## config.mk

```make
export PLATFORM = sky130hd
export DESIGN_NAME = preamble_serializer_101
export DESIGN_NICKNAME = d
export VERILOG_FILES = /design/src/rtl/preamble_serializer_101.sv
export SDC_FILE = /design/constraint.sdc
export NUM_CORES = 1
export LEC_CHECK = 0
export CORE_AREA = 10 10 83 71
export CTS_CLUSTER_DIAMETER = 150
export DETAILED_ROUTE_END_ITERATION = 10
export DIE_AREA = 0 0 93 81
export PLACE_DENSITY = 0.61
export SLEW_MARGIN = 20
export SYNTH_ARGS = -nofsm -noshare
export SYNTH_HDL_FRONTEND = slang
export SYNTH_SLANG_ARGS = --single-unit
```

## constraint.sdc

```tcl
create_clock -name clk -period 2.8 [get_ports clk]
set_clock_uncertainty 0.2 [all_clocks]
set_input_delay 0.7 -clock clk [delete_from_list [all_inputs] [get_ports clk]]
set_output_delay 0.7 -clock clk [all_outputs]
set_load 0.01 [all_outputs]
```

## src/rtl/preamble_serializer_101.sv

```systemverilog
// Serial transmitter: emits a 1-0-1 sync preamble, then a parallel payload MSB first,
// then a programmable run of idle zeros, one bit per clock on a registered line.
module preamble_serializer_101 #(
  parameter int DATA_WIDTH = 8,
  parameter int GAP_CYCLES = 2
) (
  input  logic                  clk,
  input  logic                  reset_n,
  input  logic [DATA_WIDTH-1:0] data_in,
  input  logic                  valid,
  output logic                  ready,
  output logic                  tx,
  output logic                  busy,
  output logic                  frame_done
);

  localparam int CNT_W = $clog2(DATA_WIDTH + 1);
  localparam logic [CNT_W-1:0] BIT_LOAD = CNT_W'(DATA_WIDTH - 1);
  localparam logic [3:0]       GAP_LOAD = 4'(GAP_CYCLES - 1);

  if (DATA_WIDTH < 1 || DATA_WIDTH > 32) begin : g_bad_width
    $error("preamble_serializer_101: DATA_WIDTH must be 1..32");
  end
  if (GAP_CYCLES < 0 || GAP_CYCLES > 15) begin : g_bad_gap
    $error("preamble_serializer_101: GAP_CYCLES must be 0..15");
  end

  typedef enum logic [1:0] {
    IDLE = 2'd0,
    PRE  = 2'd1,
    DATA = 2'd2,
    GAP  = 2'd3
  } state_t;

  state_t                  state_q, state_d;
  logic [1:0]              pre_idx_q, pre_idx_d;
  logic [CNT_W-1:0]        bit_cnt_q, bit_cnt_d;
  logic [3:0]              gap_cnt_q, gap_cnt_d;
  logic [DATA_WIDTH-1:0]   shift_q, shift_d;
  logic                    tx_d;

  assign ready = (state_q == IDLE);

  // Next-state logic; tx_d is the line level for the state being entered.
  always_comb begin
    state_d   = state_q;
    pre_idx_d = pre_idx_q;
    bit_cnt_d = bit_cnt_q;
    gap_cnt_d = gap_cnt_q;
    shift_d   = shift_q;
    tx_d      = 1'b0;
    case (state_q)
      IDLE: begin
        if (valid) begin
          state_d   = PRE;
          pre_idx_d = 2'd0;
          shift_d   = data_in;
          tx_d      = 1'b1;
        end
      end
      PRE: begin
        if (pre_idx_q == 2'd2) begin
          state_d   = DATA;
          bit_cnt_d = BIT_LOAD;
          tx_d      = shift_q[DATA_WIDTH-1];
          shift_d   = shift_q << 1;
        end else begin
          pre_idx_d = pre_idx_q + 2'd1;
          tx_d      = (pre_idx_q == 2'd1);
        end
      end
      DATA: begin
        if (bit_cnt_q == '0) begin
          if (GAP_CYCLES > 0) begin
            state_d   = GAP;
            gap_cnt_d = GAP_LOAD;
          end else begin
            state_d = IDLE;
          end
        end else begin
          bit_cnt_d = bit_cnt_q - CNT_W'(1);
          tx_d      = shift_q[DATA_WIDTH-1];
          shift_d   = shift_q << 1;
        end
      end
      GAP: begin
        if (gap_cnt_q == 4'd0) begin
          state_d = IDLE;
        end else begin
          gap_cnt_d = gap_cnt_q - 4'd1;
        end
      end
      default: begin
        state_d = IDLE;
      end
    endcase
  end

  always_ff @(posedge clk or negedge reset_n) begin
    if (!reset_n) begin
      state_q    <= IDLE;
      pre_idx_q  <= 2'd0;
      bit_cnt_q  <= '0;
      gap_cnt_q  <= 4'd0;
      shift_q    <= '0;
      tx         <= 1'b0;
      busy       <= 1'b0;
      frame_done <= 1'b0;
    end else begin
      state_q    <= state_d;
      pre_idx_q  <= pre_idx_d;
      bit_cnt_q  <= bit_cnt_d;
      gap_cnt_q  <= gap_cnt_d;
      shift_q    <= shift_d;
      tx         <= tx_d;
      busy       <= (state_d != IDLE);
      frame_done <= (state_d == DATA) && (bit_cnt_d == '0);
    end
  end

endmodule

```

# --- Word level (Yosys, flattened, before mapping) ---
# Index checks and enable logic that the tools add are counted.
op_classes:
  add_sub_neg: 3
  multipliers: 0
  n_div: 0
  n_lt_le_gt_ge: 0
  eq_ne: 12
  n_shift: 0
  muxes: 22
  bitwise: 0
  reduce_logical: 12
ops:
  columns: ["op", "n"]
  rows:
  - ["$mux 8", 3]
  - ["$pmux 8 s3", 1]
  - ["$mux 4", 4]
  - ["$pmux 4 s2", 2]
  - ["$logic_not 4->1", 3]
  - ["$mux 2", 6]
  - ["$ne 2x2->1 const B", 6]
  - ["$eq 2x2->1 const B", 4]
  - ["$pmux 2 s4", 1]
  - ["$sub 4x1->4 const B", 2]
  - ["$reduce_and 3->1", 2]
  - ["$reduce_bool 2->1", 3]
  - ["$eq 2x1->1 const B", 2]
  - ["$pmux 2 s2", 1]
  - ["$reduce_and 4->1", 1]
  - ["$mux 1", 3]
  - ["$pmux 1 s3", 1]
  - ["$reduce_bool 3->1", 1]
  - ["$add 2x1->2 const B", 1]
  - ["$logic_not 2->1", 1]
  - ["$logic_and 1x1->1", 1]
word_totals:
  regBits: 23
  latch_bits: 0
  ramBits: 0
  rom_bits: 0
  inputBits: 11
  out_inout_bits: 4
  word_cells: 57
  mem_count: 0

# --- Logic depth before layout (Yosys ltp) ---
depth:
  depth_word: 5
  ltp_mapped: 8
  ltp_nobuf: 7

# --- Least setup slack after synthesis ---
# OpenSTA, ideal clock, no wires.
synth_timing:
  path_type: "flip-flop to flip-flop"
  from: "reg state_q[0]"
  to: "reg shift_q[7]"
  setup_ns: 0.073
  arrival_time_ns: 1.682
  required_time_ns: 2.527
  slack_ns: 0.845
  path_stages_with_launch: 8
  path_buffers: 1
  period_less_slack_ns: 1.955
  cell_sequence: "dfrtp_1 -> inv_1 -> ha_1 -> nor2b_4 -> a2111oi_4 -> buf_6 -> nor2_1 -> a21oi_2"
synth_via:
  elab_chain_len: 3
  elab_cells_between_ends: 9
  cone_classes: "5 x eq/ne; 1 x mux; 3 x reduce/logical"
synth_lines:
  columns: ["item", "line", "text"]
  rows:
  - ["start: declaration", "35", "state_t state_q, state_d;"]
  - ["start signal: assignment", "110", "state_q <= state_d;"]
  - ["$logic_not 2->1 (*)", null, null]
  - ["via ready", "11", "output logic ready,"]
  - ["$ne 2x2->1 (no line) / $reduce_bool 3->1 (equally long branches)", null, null]
  - ["$reduce_and 4->1 (no line)", null, null]
  - ["end signal: assignment", "114", "shift_q <= shift_d;"]
  - ["end: declaration", "39", "logic [DATA_WIDTH-1:0] shift_q, shift_d;"]
# The timed path passes the listed nets; every way through them passes the cells marked *.
# A chain may end at the register's enable or synchronous reset.

# --- Worst setup path in the final report ---
layout_timing:
  from: "reg state_q[1]"
  to: "out ready"
layout_via:
  elab_chain_len: 1
layout_lines:
  columns: ["item", "line", "text"]
  rows:
  - ["$logic_not 2->1", "42", "assign ready = (state_q == IDLE);"]
  - ["end: declaration", "11", null]
# Every way passes these cells.

==> qor.yml <==
avgSynthCellArea_sq_um: 10.2
postCtsSetupRepairBufs: 0
die_w_um: 93
synth_area_sq_um: 1400
end_kind: "primary output"
clock_latency_ps: 280
vdd_drop_max_uv: 434
rsz0062_at_grt: "no"
postSynthCellCount: 138
routed_wirelength_um: 2960
diodes: 0
crit_path_start_kind: "flip-flop"
globalplace.congestion: 0.788
p_seq_frac: 0.322
layout_common_cells: "dfrtp_1, clkdlybuf4s50_1, nand2_1"
fillers: 446
cp_cell_sequence: "inv_1 > ha_1 > clkdlybuf4s50_1"
p_comb_frac: 0.551
rrSetupSlack_ps: 450
first_iter_violations: 50
yosysSeqAreaShare: 0.411
initial_utilization: 0.322
finalPower_mw: 1.74
drive_gt1_frac: 0.135
crit_path_top_delay_cell: "clkdlybuf4s50_1"
fin_crit_sh: 0.953
synthToLayoutAreaGrowth_pct: 18.4
drv_cap: 0
clockBufferDepth: 2
max_slew_margin: 0.588
crit_path_max_incr_delay_ps: 610
cellPowerDensity_nw_per_um2: 1050
postSynth.asyncResetShare: 1.00
clk_pin_slew_ps: 90
ant_nets: 0
nNetsFinal: 175
p_leak_nw: 0.722
cts_sinks: 23
overflow: 0
placementRows: 22
numCtsBuffers: 3
grt_pass1_vias: 1102
setup_tns_ps: 0
htreeDepth: 1
drv_slew: 0
synth_edf_count: 0
worstPathArrival_ps: 1770
drtPass1Iterations: 5
vias: 1086
p_clk_frac: 0.126
ys_warn_count: 0
grt_start_max_net_pins: 24
synth_cell_types: 46
synth_fp_nets: 157
timing.rr.end: "frame_done"
max_freq_ghz: 0.375
io_pins: 15
period_minus_slack_ps: 2670
hold_buffers: 0
r2r_start: "state_q[1]"
path_class: "flip-flop to primary output"
coreArea_sq_um: 4350
wire_per_inst_um: 13.8
dieHeight_um: 81
min_from: "gap_cnt_q[0]"
grt_pass1_wl_um: 5240
place_ws_ps: 267
cell_internal_pwr_mw: 0.999
hold_viol: 0
cp_max_fo: 9
synth-seq-cells: 23
swShare: 0.427
reg2regPathDepth: 6
status: "complete, no violations"
antenna_found_initial: 0
final_common_cell: "dfrtp_1"
grtUsageTotal: 0.0848
hpwl_um: 2280
setup_ws_ps: 132
holdPathEnd: "gap_cnt_q[0]"
setup_viol: 0
synthFlopType: "dfrtp_1"
cts_tree: "yes"
crit_buf_inv: 2
clockRootBuffer: "clkbuf_8"
worstMarginPinSlew_ps: 618
cp_top_family: "buffers and inverters"
switchingPower_mw: 0.745
drc: 0
cts_resized: 0
portBuffers: 14
hold_depth: 1
worstPathRequired_ps: 1900
via_per_inst: 5.05
dieArea_sq_um: 7530
hp-class: "flip-flop to flip-flop"
-- state kept, by name (all words and copies together) (netlist names) --
name,flops
shift_q,8
bit_cnt_q,4
gap_cnt_q,4
frame_done,1
tx,1
state_q,2
busy,1
pre_idx_q,2
-- synthesized netlist by cell type (2+ instances only) --
cell	n	area [sq um]
a21o_1	2	15.0
a21oi_1	7	35.0
a21oi_2	3	26.3
a221oi_1	2	17.5
a22o_1	2	17.5
and2_1	2	12.5
buf_2	2	10.0
dfrtp_1	23	576
ha_1	8	100
inv_1	10	37.5
mux2i_1	7	70.1
nand2_1	12	45.0
nand3_1	3	15.0
nand4b_1	2	17.5
nor2_1	10	37.5
nor2b_1	3	18.8
nor3_1	4	20.0
nor3b_1	2	15.0
o21ai_0	7	35.0
-- how the worst max path moves through the flow --
stage | startpoint | to | slack (ps) | depth (start not counted)
5_1_grt | state_q[1] | ready | 60 | 3
6_report | state_q[1] | ready | 130 | 3
2_1_floorplan | state_q[0] | shift_q[7] | 840 | 7
4_1_cts | state_q[1] | ready | 130 | 3
3_5_place_dp | valid | shift_q[3] | 270 | 6
3_3_place_gp | valid | shift_q[6] | 350 | 6
-- metal layers --
layer / part of all wire / up-vias / track usage
met4: 0.0047 / 0 / 0.0138
li1: - / 529 / -
met5: 0 / - / 0
met3: 0.048 / 2 / 0.0295
met2: 0.46 / 24 / 0.134
met1: 0.49 / 531 / 0.111
-- final cells by class --
class | count | area (sq um) | share of cell area
tap | 60 | 75.1 | 0.0452
sequential | 23 | 576 | 0.347
multi-input combinational | 101 | 759 | 0.458
timing repair buffer | 17 | 163 | 0.0980
inverter | 10 | 37.5 | 0.0226
clock buffer | 3 | 41.3 | 0.0249
clock inverter | 1 | 7.51 | 0.00452
-- per-stage QoR --
stage	utilization	hold WS (ps)	instances	instance area, sq um
after global placement	0.370	309	211	1610
after global routing	0.381	368	215	1660
final	0.381	326	215	1660
after detailed placement	0.370	318	211	1610
after floorplan	-	204	138	1400
after CTS	0.381	329	215	1660
-- power by group through the flow --
| stage | Clock [mW] | Sequential [mW] | Combinational, mW |
|---|---|---|---|
| after global placement | 0 | 0.565 | 0.929 |
| final | 0.220 | 0.562 | 0.962 |
| after floorplan | 0 | 0.552 | 0.738 |
| after CTS | 0.226 | 0.564 | 0.966 |
| after detailed placement | 0 | 0.569 | 0.965 |
| after global routing | 0.239 | 0.584 | 1.07 |
-- kinds of logic (layout without fill, tap and decap cells) --
group                      after synthesis  after routing  share of synthesized area
DFF                                     23             23                      0.411
adders and majority gates                8              8                     0.0714
AOI/OAI and AO/OA                       34             34                      0.185
muxes                                    8              8                     0.0580
buffers and inverters                   14             31                     0.0473
and+or+nand+nor                         51             51                      0.228
Note: power is estimated with default switching activity, not from simulation.
